### src/rtl/lvds_tx_train_gen.sv
// Word generator for a 10-bit LVDS serializer: a comma training burst lets the
// far end bit-slip-align, then repeat-count payload frames follow.
//
// state   | meaning
// --------+-----------------------------------------------------------
// S_IDLE  | ALIGN_WORD on the link, flags low, waiting for lock & start
// S_TRAIN | TRAIN_LEN words of ALIGN_WORD, train_active high
// S_DATA  | {2'b10, payload}, each byte held REPEAT_CNT words
module lvds_tx_train_gen #(
  parameter logic [9:0] ALIGN_WORD = 10'h0FA,
  parameter int         TRAIN_LEN  = 256,
  parameter int         REPEAT_CNT = 125,
  parameter int         NUM_VALUES = 256,
  parameter bit         CONTINUOUS = 1'b1
) (
  input  logic       clk,
  input  logic       rst_n,
  input  logic       tx_locked,
  input  logic       start,
  input  logic       retrain,
  output logic [9:0] tx_data,
  output logic [7:0] payload,
  output logic       train_active,
  output logic       data_active,
  output logic       frame_done
);

  localparam int TW = (TRAIN_LEN  > 1) ? $clog2(TRAIN_LEN)  : 1;
  localparam int RW = (REPEAT_CNT > 1) ? $clog2(REPEAT_CNT) : 1;
  localparam int PW = (NUM_VALUES > 1) ? $clog2(NUM_VALUES) : 1;

  localparam logic [TW-1:0] TRAIN_LAST = TW'(TRAIN_LEN - 1);
  localparam logic [RW-1:0] REP_LAST   = RW'(REPEAT_CNT - 1);
  localparam logic [PW-1:0] PAY_LAST   = PW'(NUM_VALUES - 1);

  typedef enum logic [1:0] {S_IDLE, S_TRAIN, S_DATA} state_t;

  state_t        state_q, state_d;
  logic [TW-1:0] cnt_q, cnt_d;
  logic [RW-1:0] rep_q, rep_d;
  logic [PW-1:0] pay_q, pay_d;

  logic [9:0] tx_data_q, tx_data_d;
  logic [7:0] payload_q, payload_d;
  logic       train_q, train_d;
  logic       data_q, data_d;
  logic       done_q, done_d;
  logic [7:0] pay8;

  // State, counters and output words all advance together on the word clock.
  always_ff @(posedge clk or negedge rst_n) begin
    if (!rst_n) begin
      state_q   <= S_IDLE;
      cnt_q     <= '0;
      rep_q     <= '0;
      pay_q     <= '0;
      tx_data_q <= ALIGN_WORD;
      payload_q <= '0;
      train_q   <= 1'b0;
      data_q    <= 1'b0;
      done_q    <= 1'b0;
    end else begin
      state_q   <= state_d;
      cnt_q     <= cnt_d;
      rep_q     <= rep_d;
      pay_q     <= pay_d;
      tx_data_q <= tx_data_d;
      payload_q <= payload_d;
      train_q   <= train_d;
      data_q    <= data_d;
      done_q    <= done_d;
    end
  end

  // Next state and counters; the _q registers describe the word now on tx_data.
  always_comb begin
    state_d = state_q;
    cnt_d   = cnt_q;
    rep_d   = rep_q;
    pay_d   = pay_q;
    if (!tx_locked) begin
      state_d = S_IDLE;
      cnt_d   = '0;
      rep_d   = '0;
      pay_d   = '0;
    end else begin
      case (state_q)
        S_IDLE: begin
          cnt_d = '0;
          rep_d = '0;
          pay_d = '0;
          if (start) state_d = S_TRAIN;
        end
        S_TRAIN: begin
          if (retrain) begin
            cnt_d = '0;
          end else if (cnt_q == TRAIN_LAST) begin
            state_d = S_DATA;
            cnt_d   = '0;
            rep_d   = '0;
            pay_d   = '0;
          end else begin
            cnt_d = cnt_q + TW'(1);
          end
        end
        S_DATA: begin
          if (retrain) begin
            state_d = S_TRAIN;
            cnt_d   = '0;
            rep_d   = '0;
            pay_d   = '0;
          end else if ((pay_q == PAY_LAST) && (rep_q == REP_LAST)) begin
            // Frame end: payload wraps here and nowhere else.
            rep_d = '0;
            pay_d = '0;
            if (!(CONTINUOUS && start)) state_d = S_IDLE;
          end else if (rep_q == REP_LAST) begin
            rep_d = '0;
            pay_d = pay_q + PW'(1);
          end else begin
            rep_d = rep_q + RW'(1);
          end
        end
        default: begin
          state_d = S_IDLE;
          cnt_d   = '0;
          rep_d   = '0;
          pay_d   = '0;
        end
      endcase
    end
  end

  // Output words are decoded from the next state so they register alongside it.
  always_comb begin
    tx_data_d = ALIGN_WORD;
    payload_d = '0;
    train_d   = 1'b0;
    data_d    = 1'b0;
    done_d    = 1'b0;
    pay8      = '0;
    pay8[PW-1:0] = pay_d;
    case (state_d)
      S_TRAIN: train_d = 1'b1;
      S_DATA: begin
        payload_d = pay8;
        tx_data_d = {2'b10, pay8};
        data_d    = 1'b1;
        done_d    = (pay_d == PAY_LAST) && (rep_d == REP_LAST);
      end
      default: ;
    endcase
  end

  assign tx_data      = tx_data_q;
  assign payload      = payload_q;
  assign train_active = train_q;
  assign data_active  = data_q;
  assign frame_done   = done_q;

endmodule
### config.mk
export PLATFORM = sky130hd
export DESIGN_NAME = lvds_tx_train_gen
export DESIGN_NICKNAME = d
export VERILOG_FILES = /design/src/rtl/lvds_tx_train_gen.sv
export SDC_FILE = /design/constraint.sdc
export NUM_CORES = 1
export LEC_CHECK = 0
export ABC_AREA = 1
export CORE_MARGIN = 1.5
export CORE_UTILIZATION = 56
export DETAILED_ROUTE_END_ITERATION = 10
export PLACE_DENSITY = 0.79
export SETUP_SLACK_MARGIN = 0.15
export SLEW_MARGIN = 20
export SYNTH_ARGS = -nofsm -noshare
export SYNTH_HDL_FRONTEND = slang
export SYNTH_SLANG_ARGS = --single-unit
export TNS_END_PERCENT = 1
### constraint.sdc
create_clock -name clk -period 2.65 [get_ports clk]
set_clock_uncertainty 0.15 [all_clocks]
set_input_delay 0.795 -clock clk [delete_from_list [all_inputs] [get_ports clk]]
set_output_delay 0.795 -clock clk [all_outputs]
set_load 0.03 [all_outputs]
==> flow_metrics.env, run 1 <==
export IMPL_ys_ff_latch=42
export IMPL_viasPerCell=5.04
export IMPL_cts_buffer_depth=2
export IMPL_synth_top_area_share_pct=38.0
export IMPL_route_met3_wl_um=171
export IMPL_ff2ff_setup_slack_ns=0.32
export IMPL_stdcell_count=406
export IMPL_async_flop_share_pct=100
export IMPL_worstSkewPairLatency_ns=0.30
export IMPL_period_needed_ns=2.43
export IMPL_p_comb_share_pct=6.4
export IMPL_wl_per_cell_um=12.1
export IMPL_first_pass_iters=4
export IMPL_synth_seq_area_share_pct=44.7
export IMPL_total_power_mw=1.23
export IMPL_syn_area_mm2=0.00237
export IMPL_critPathKind="flop to primary output"
export IMPL_max_stage_delay_ns=0.67
export IMPL_period_share_pct=91.7
export IMPL_crit_family="buffers and inverters"
export IMPL_drt_antenna_violating_nets=0
export IMPL_worst_r2r_endpoint="payload[0]$_DFF_PN0_"
export IMPL_power_density_mw_per_mm2=439
export IMPL_holdWs_ns=0.309
export IMPL_path_buf_inv=1
export IMPL_fin_tns_setup_ns=0
export IMPL_crit_slowest_cell="clkdlybuf4s50_1"
export IMPL_die_h_um=68.1
export IMPL_rsz0062_at_grt="true"
export IMPL_core_area_mm2=0.00403
export IMPL_tritoncts="yes"
export IMPL_area_growth_pct=18.0
export IMPL_die_area_mm2=0.00463
export IMPL_cts_buffers=5
export IMPL_synthCells=324
export IMPL_ys_warn_count=0
export IMPL_post_dp_hpwl_mm=3.68
export IMPL_synth_area_top_cells="dfrtp_1 (38%), nand2_1 (17%), inv_1 (8.4%)"
export IMPL_dp_cells=398
export IMPL_cap_violations=0
export IMPL_cp_arrival_ns=1.49
export IMPL_antenna_found_initial=0
export IMPL_vias=2047
export IMPL_crit_required_ns=1.71
export IMPL_irDropWorstVdd_v=0.000388
export IMPL_fillers=346
export IMPL_num_antenna_cells=0
export IMPL_ys_flop_type="dfrtp_1"
export IMPL_p_sw_share_pct=22.5
export IMPL_grt_pass1_vias=1820
export IMPL_drc=0
export IMPL_holdBufCountCts=0
export IMPL_wl_met1_mm=2.31
export IMPL_grt_first_pass_wirelength_mm=8.17
export IMPL_clkTransAtPathRegs_ns=0.08
export IMPL_relSlewSlack_pct=66.3
export IMPL_hold_path_class="primary input to asynchronous set/reset pin"
export IMPL_fmax_mhz=411
export IMPL_synth_most_common_cell="nand2_1"
export IMPL_final_nets=368
export IMPL_path_cells="clkdlybuf4s50_1"
export IMPL_io_pins=26
export IMPL_htree_levels=2
export IMPL_synth_edf_count=0
export IMPL_grt_max_degree=23
export IMPL_finalSetupViolCount=0
export IMPL_wl_met2_mm=2.29
export IMPL_num_rows=23
export IMPL_cts_sinks=42
export IMPL_r2r_start="rep_q[0]$_DFF_PN0_"
export IMPL_slew_viol_final=0
export IMPL_initial_core_util_pct=58.8
export IMPL_io_buffers=24
export IMPL_status="completed"
export IMPL_seqPwrFrac_pct=52.8
export IMPL_hold_viol=0
export IMPL_synth_commonest_cells="nand2_1 (106), inv_1 (53), dfrtp_1 (36)"
export IMPL_setup_ws_ns=0.219
export IMPL_cp_max_fo=1
export IMPL_postCtsSetupBuffers=0
export IMPL_wirelength_mm=4.90
export IMPL_worst_pin_slew_ns=0.506
export IMPL_switchingPower_mw=0.276
export IMPL_place_gp_congestion=0.943
export IMPL_synth_distinct_cells=32
export IMPL_top_layer="met4"
export IMPL_grtUsageTotal_pct=24.0
export IMPL_reg2regPathDepth=12
export IMPL_synth_top_area_cell="dfrtp_1"
export IMPL_leakagePower_nw=1.45
export IMPL_syn_avg_cell_area_um2=7.31
export IMPL_critPathLaunchType="flop"
export IMPL_overflow=0
export IMPL_cp_end_kind="primary output"
export IMPL_drive_above_1_share_pct=9.83
export IMPL_dp_slack_ns=-0.0330
export IMPL_syn_nets=337
export IMPL_die_x_um=68.1
export IMPL_cts_root_buf="clkbuf_8"
export IMPL_drt_iter0_drc=131
export IMPL_clock_power_share_pct=40.8
export IMPL_power_internal_mw=0.951
[logic make-up after synthesis]
family / Yosys count / synth area share [%]
AOI/OAI and AO/OA: 24 / 5.65
buffers and inverters: 64 / 11.3
and+or+nand+nor: 181 / 32.5
DFF: 42 / 44.7
adders and majority gates: 8 / 4.22
other: 1 / 0.158
xor gates and xnor gates: 4 / 1.48
[layer usage]
| metal | vias up | global-route usage (%) |
|---|---|---|
| met3 | 13 | 5.92 |
| li1 | 1045 | - |
| met2 | 37 | 36.3 |
| met4 | 0 | 10.3 |
| met1 | 952 | 32.8 |
| met5 | - | 0 |
[stage by stage]
| step | cell area, um^2 | utilization, % |
|---|---|---|
| floorplan | 2370 | - |
| global placement | 2680 | 66.6 |
| detailed placement | 2680 | 66.6 |
| CTS | 2790 | 69.3 |
| global route | 2800 | 69.4 |
| finish | 2800 | 69.4 |
[registers in the layout (all words and copies together), names as in the netlist]
register	count
tx_data	7
rep_q	7
state_q	2
cnt_q	8
frame_done	1
payload	8
pay_q	8
train_active	1
[cell usage in the layout, fill, tap and decap left out, drive strengths merged, types with 2 or more instances in the layout]
| cell type | n |
|---|---|
| nand2 | 108 |
| inv | 55 |
| nor2 | 37 |
| dfrtp | 36 |
| nand3 | 30 |
| clkdlybuf4s50 | 23 |
| o21ai | 10 |
| a21oi | 9 |
| buf | 9 |
| ha | 8 |
| dfstp | 6 |
| clkbuf | 6 |
| nand4 | 3 |
| xor2 | 2 |
| xnor2 | 2 |
| o21a | 2 |
| nor3 | 2 |
[cell type report]
cell class,instances,area (um^2),area share [%]
multi-input cells,218,1050,37.4
flip-flops and latches,42,1060,37.9
clock buffers,6,72.6,2.60
repair buffers,32,308,11.0
well taps,50,62.6,2.24
clock inverters,2,37.5,1.34
inverters,56,210,7.52
[worst max path at each step]
stage	startpoint	endpoint	slack [ns]	cells after the start
final	tx_data[1]$_DFF_PN1_	tx_data[1]	0.22	1
after global routing	rep_q[0]$_DFF_PN0_	payload[0]$_DFF_PN0_	0.15	12
after global placement	retrain	frame_done$_DFF_PN0_	0.08	10
after floorplan	retrain	cnt_q[7]$_DFFE_PN0P_	0.56	11
after CTS	tx_data[1]$_DFF_PN1_	tx_data[1]	0.21	1
after detailed placement	retrain	frame_done$_DFF_PN0_	-0.03	10
[what timing repair did]
item,in CTS,in global routing
endpoints found under the hold margin,0,0
gates resized for setup,0,1
endpoints found under the setup margin,0,1
[worst reg2reg max path, delay by kind of cell, from the launching register on]
kind / cells / cell delay [ns]
DFF: 1 / 0.44
buffers and inverters: 2 / 0.24
adders and majority gates: 1 / 0.14
and+or+nand+nor: 9 / 1.29
[power groups by stage]
stage                     registers (mW)  clock network [mW]  logic (mW)
final                              0.648               0.500      0.0782
after global routing               0.648               0.530      0.0885
after CTS                          0.648               0.509      0.0795
after detailed placement           0.660                   0      0.0787
after global placement             0.660                   0      0.0778
after floorplan                    0.663                   0      0.0386
Note: power is estimated with default switching activity, not from simulation.
==> run 2, diff against run 1 <==
- CORE_ASPECT_RATIO: not set -> 1.2
==> flow_metrics.env, run 2 (synthesized netlist as in run 1, its figures left out) <==
export IMPL_critPathKind="flop to primary output"
export IMPL_worstSkewPairLatency_ns=0.30
export IMPL_p_comb_share_pct=6.7
export IMPL_startpoint="tx_data[4]$_DFF_PN1_"
export IMPL_crit_family="buffers and inverters"
export IMPL_rsz0062_at_grt="false"
export IMPL_cp_end_kind="primary output"
export IMPL_fillers=372
export IMPL_slew_viol_final=0
export IMPL_fmax_mhz=410
export IMPL_crit_end="tx_data[4]"
export IMPL_tritoncts="yes"
export IMPL_layout_common_cells="nand2_1 (106), inv_1 (53), dfrtp_1 (36)"
export IMPL_drt_antenna_violating_nets=0
export IMPL_switchingPower_mw=0.286
export IMPL_drive_above_1_share_pct=10.1
export IMPL_cts_buffers=5
export IMPL_layout_commonest_cell="nand2_1"
export IMPL_relSlewSlack_pct=65.7
export IMPL_cts_root_buf="clkbuf_8"
export IMPL_die_x_um=62.4
export IMPL_postCtsSetupBuffers=0
export IMPL_clock_power_share_pct=36.5
export IMPL_dp_cells=402
export IMPL_viasPerCell=4.98
export IMPL_final_nets=368
export IMPL_wl_per_cell_um=11.3
export IMPL_worst_path_stages=1
export IMPL_io_buffers=24
export IMPL_stdcell_count=410
export IMPL_cp_max_fo=1
export IMPL_ff2ff_setup_slack_ns=0.45
export IMPL_reg2regPathDepth=12
export IMPL_worst_r2r_endpoint="payload[0]$_DFF_PN0_"
export IMPL_worst_pin_slew_ns=0.515
export IMPL_cap_violations=0
export IMPL_grt_pass1_vias=1882
export IMPL_crit_slowest_cell="clkdlybuf4s50_1"
export IMPL_first_pass_iters=4
export IMPL_leakagePower_nw=1.43
export IMPL_seqPwrFrac_pct=56.9
export IMPL_hold_path_depth=2
export IMPL_max_stage_delay_ns=0.66
export IMPL_irDropWorstVdd_v=0.000338
export IMPL_period_share_pct=92.1
export IMPL_path_cells="clkdlybuf4s50_1"
export IMPL_htree_levels=2
export IMPL_path_buf_inv=1
export IMPL_num_rows=25
export IMPL_post_dp_hpwl_mm=3.39
export IMPL_p_sw_share_pct=25.1
export IMPL_die_area_mm2=0.00463
export IMPL_holdWs_ns=0.371
export IMPL_dp_slack_ns=-0.00542
export IMPL_finalSetupViolCount=0
export IMPL_die_h_um=74.3
export IMPL_antenna_found_initial=0
export IMPL_critPathLaunchType="flop"
export IMPL_area_growth_pct=16.8
export IMPL_cp_arrival_ns=1.49
export IMPL_num_antenna_cells=0
export IMPL_io_pins=26
export IMPL_grtUsageTotal_pct=22.5
export IMPL_status="completed"
export IMPL_drc=0
export IMPL_multiInputGateArea_mm2=0.00105
export IMPL_wirelength_mm=4.63
export IMPL_cts_sinks=42
export IMPL_setup_ws_ns=0.210
export IMPL_grt_max_degree=43
export IMPL_fin_tns_setup_ns=0
export IMPL_grt_first_pass_wirelength_mm=8.22
export IMPL_power_density_mw_per_mm2=412
export IMPL_cts_buffer_depth=2
export IMPL_overflow=0
export IMPL_hold_viol=0
export IMPL_period_needed_ns=2.44
export IMPL_clkTransAtPathRegs_ns=0.09
export IMPL_drt_iter0_drc=105
export IMPL_vias=2040
export IMPL_r2r_start="rep_q[0]$_DFF_PN0_"
export IMPL_initial_core_util_pct=59.2
export IMPL_core_area_mm2=0.00400
export IMPL_regArea_mm2=0.00106
export IMPL_power_internal_mw=0.853
export IMPL_place_gp_congestion=0.881
export IMPL_hold_path_class="flop to flop"
export IMPL_crit_required_ns=1.71
run 2: changes by cell type in the layout (fill, tap and decap cells not counted), sizes merged:
cell    change
clkbuf      -1
bufinv      -1
clkinv      +2
run 2: worst min path at each step:
| stage | startpoint | end | slack [ns] |
|---|---|---|---|
| after floorplan | cnt_q[7]$_DFFE_PN0P_ | cnt_q[7]$_DFFE_PN0P_ | 0.31 |
| after global placement | cnt_q[7]$_DFFE_PN0P_ | cnt_q[7]$_DFFE_PN0P_ | 0.34 |
| after detailed placement | cnt_q[7]$_DFFE_PN0P_ | cnt_q[7]$_DFFE_PN0P_ | 0.36 |
| after CTS | cnt_q[7]$_DFFE_PN0P_ | cnt_q[7]$_DFFE_PN0P_ | 0.38 |
| after global routing | cnt_q[7]$_DFFE_PN0P_ | cnt_q[7]$_DFFE_PN0P_ | 0.41 |
| final | cnt_q[7]$_DFFE_PN0P_ | cnt_q[7]$_DFFE_PN0P_ | 0.37 |
run 2: worst min-delay path, cell delays in order (launching register included):
cell and delay, ns:
dfrtp_1 0.34, o21ai_0 0.10, inv_1 0.06
run 2: area by class of cell:
class	instances	area share [%]
multi-input combinational	218	37.8
timing repair buffer	32	10.7
clock buffer	5	2.49
tap	54	2.44
clock inverter	3	0.769
inverter	56	7.59
sequential	42	38.2
run 2: power groups by stage:
stage | clock [mW] | combinational (mW) | sequential (mW)
6_report | 0.416 | 0.0758 | 0.648
3_5_place_dp | 0 | 0.0759 | 0.660
4_1_cts | 0.422 | 0.0769 | 0.648
3_3_place_gp | 0 | 0.0760 | 0.660
5_1_grt | 0.446 | 0.0866 | 0.649
2_1_floorplan | 0 | 0.0386 | 0.663
run 2: routing by layer:
metal | vias up | part of all wire (%) | GRT usage, %
li1 | 1053 | - | -
met1 | 935 | 50 | 30.0
met2 | 44 | 45 | 37.2
met3 | 8 | 3.5 | 4.69
met4 | 0 | 1.7 | 8.15
met5 | - | 0 | 0
run 2: repair_timing:
| action | 4_1_cts | 5_1_grt |
|---|---|---|
| hold buffers | 0 | 0 |
| gates resized for setup | 0 | 1 |
| endpoints found under the setup margin | 0 | 1 |
run 2: through the flow:
step / area, um^2 / total power [mW] / utilization [%]
after floorplan: 2370 / 0.702 / -
after global placement: 2680 / 0.736 / 66.8
after detailed placement: 2680 / 0.736 / 66.8
after CTS: 2770 / 1.15 / 69.1
after global routing: 2770 / 1.18 / 69.1
final: 2770 / 1.14 / 69.1
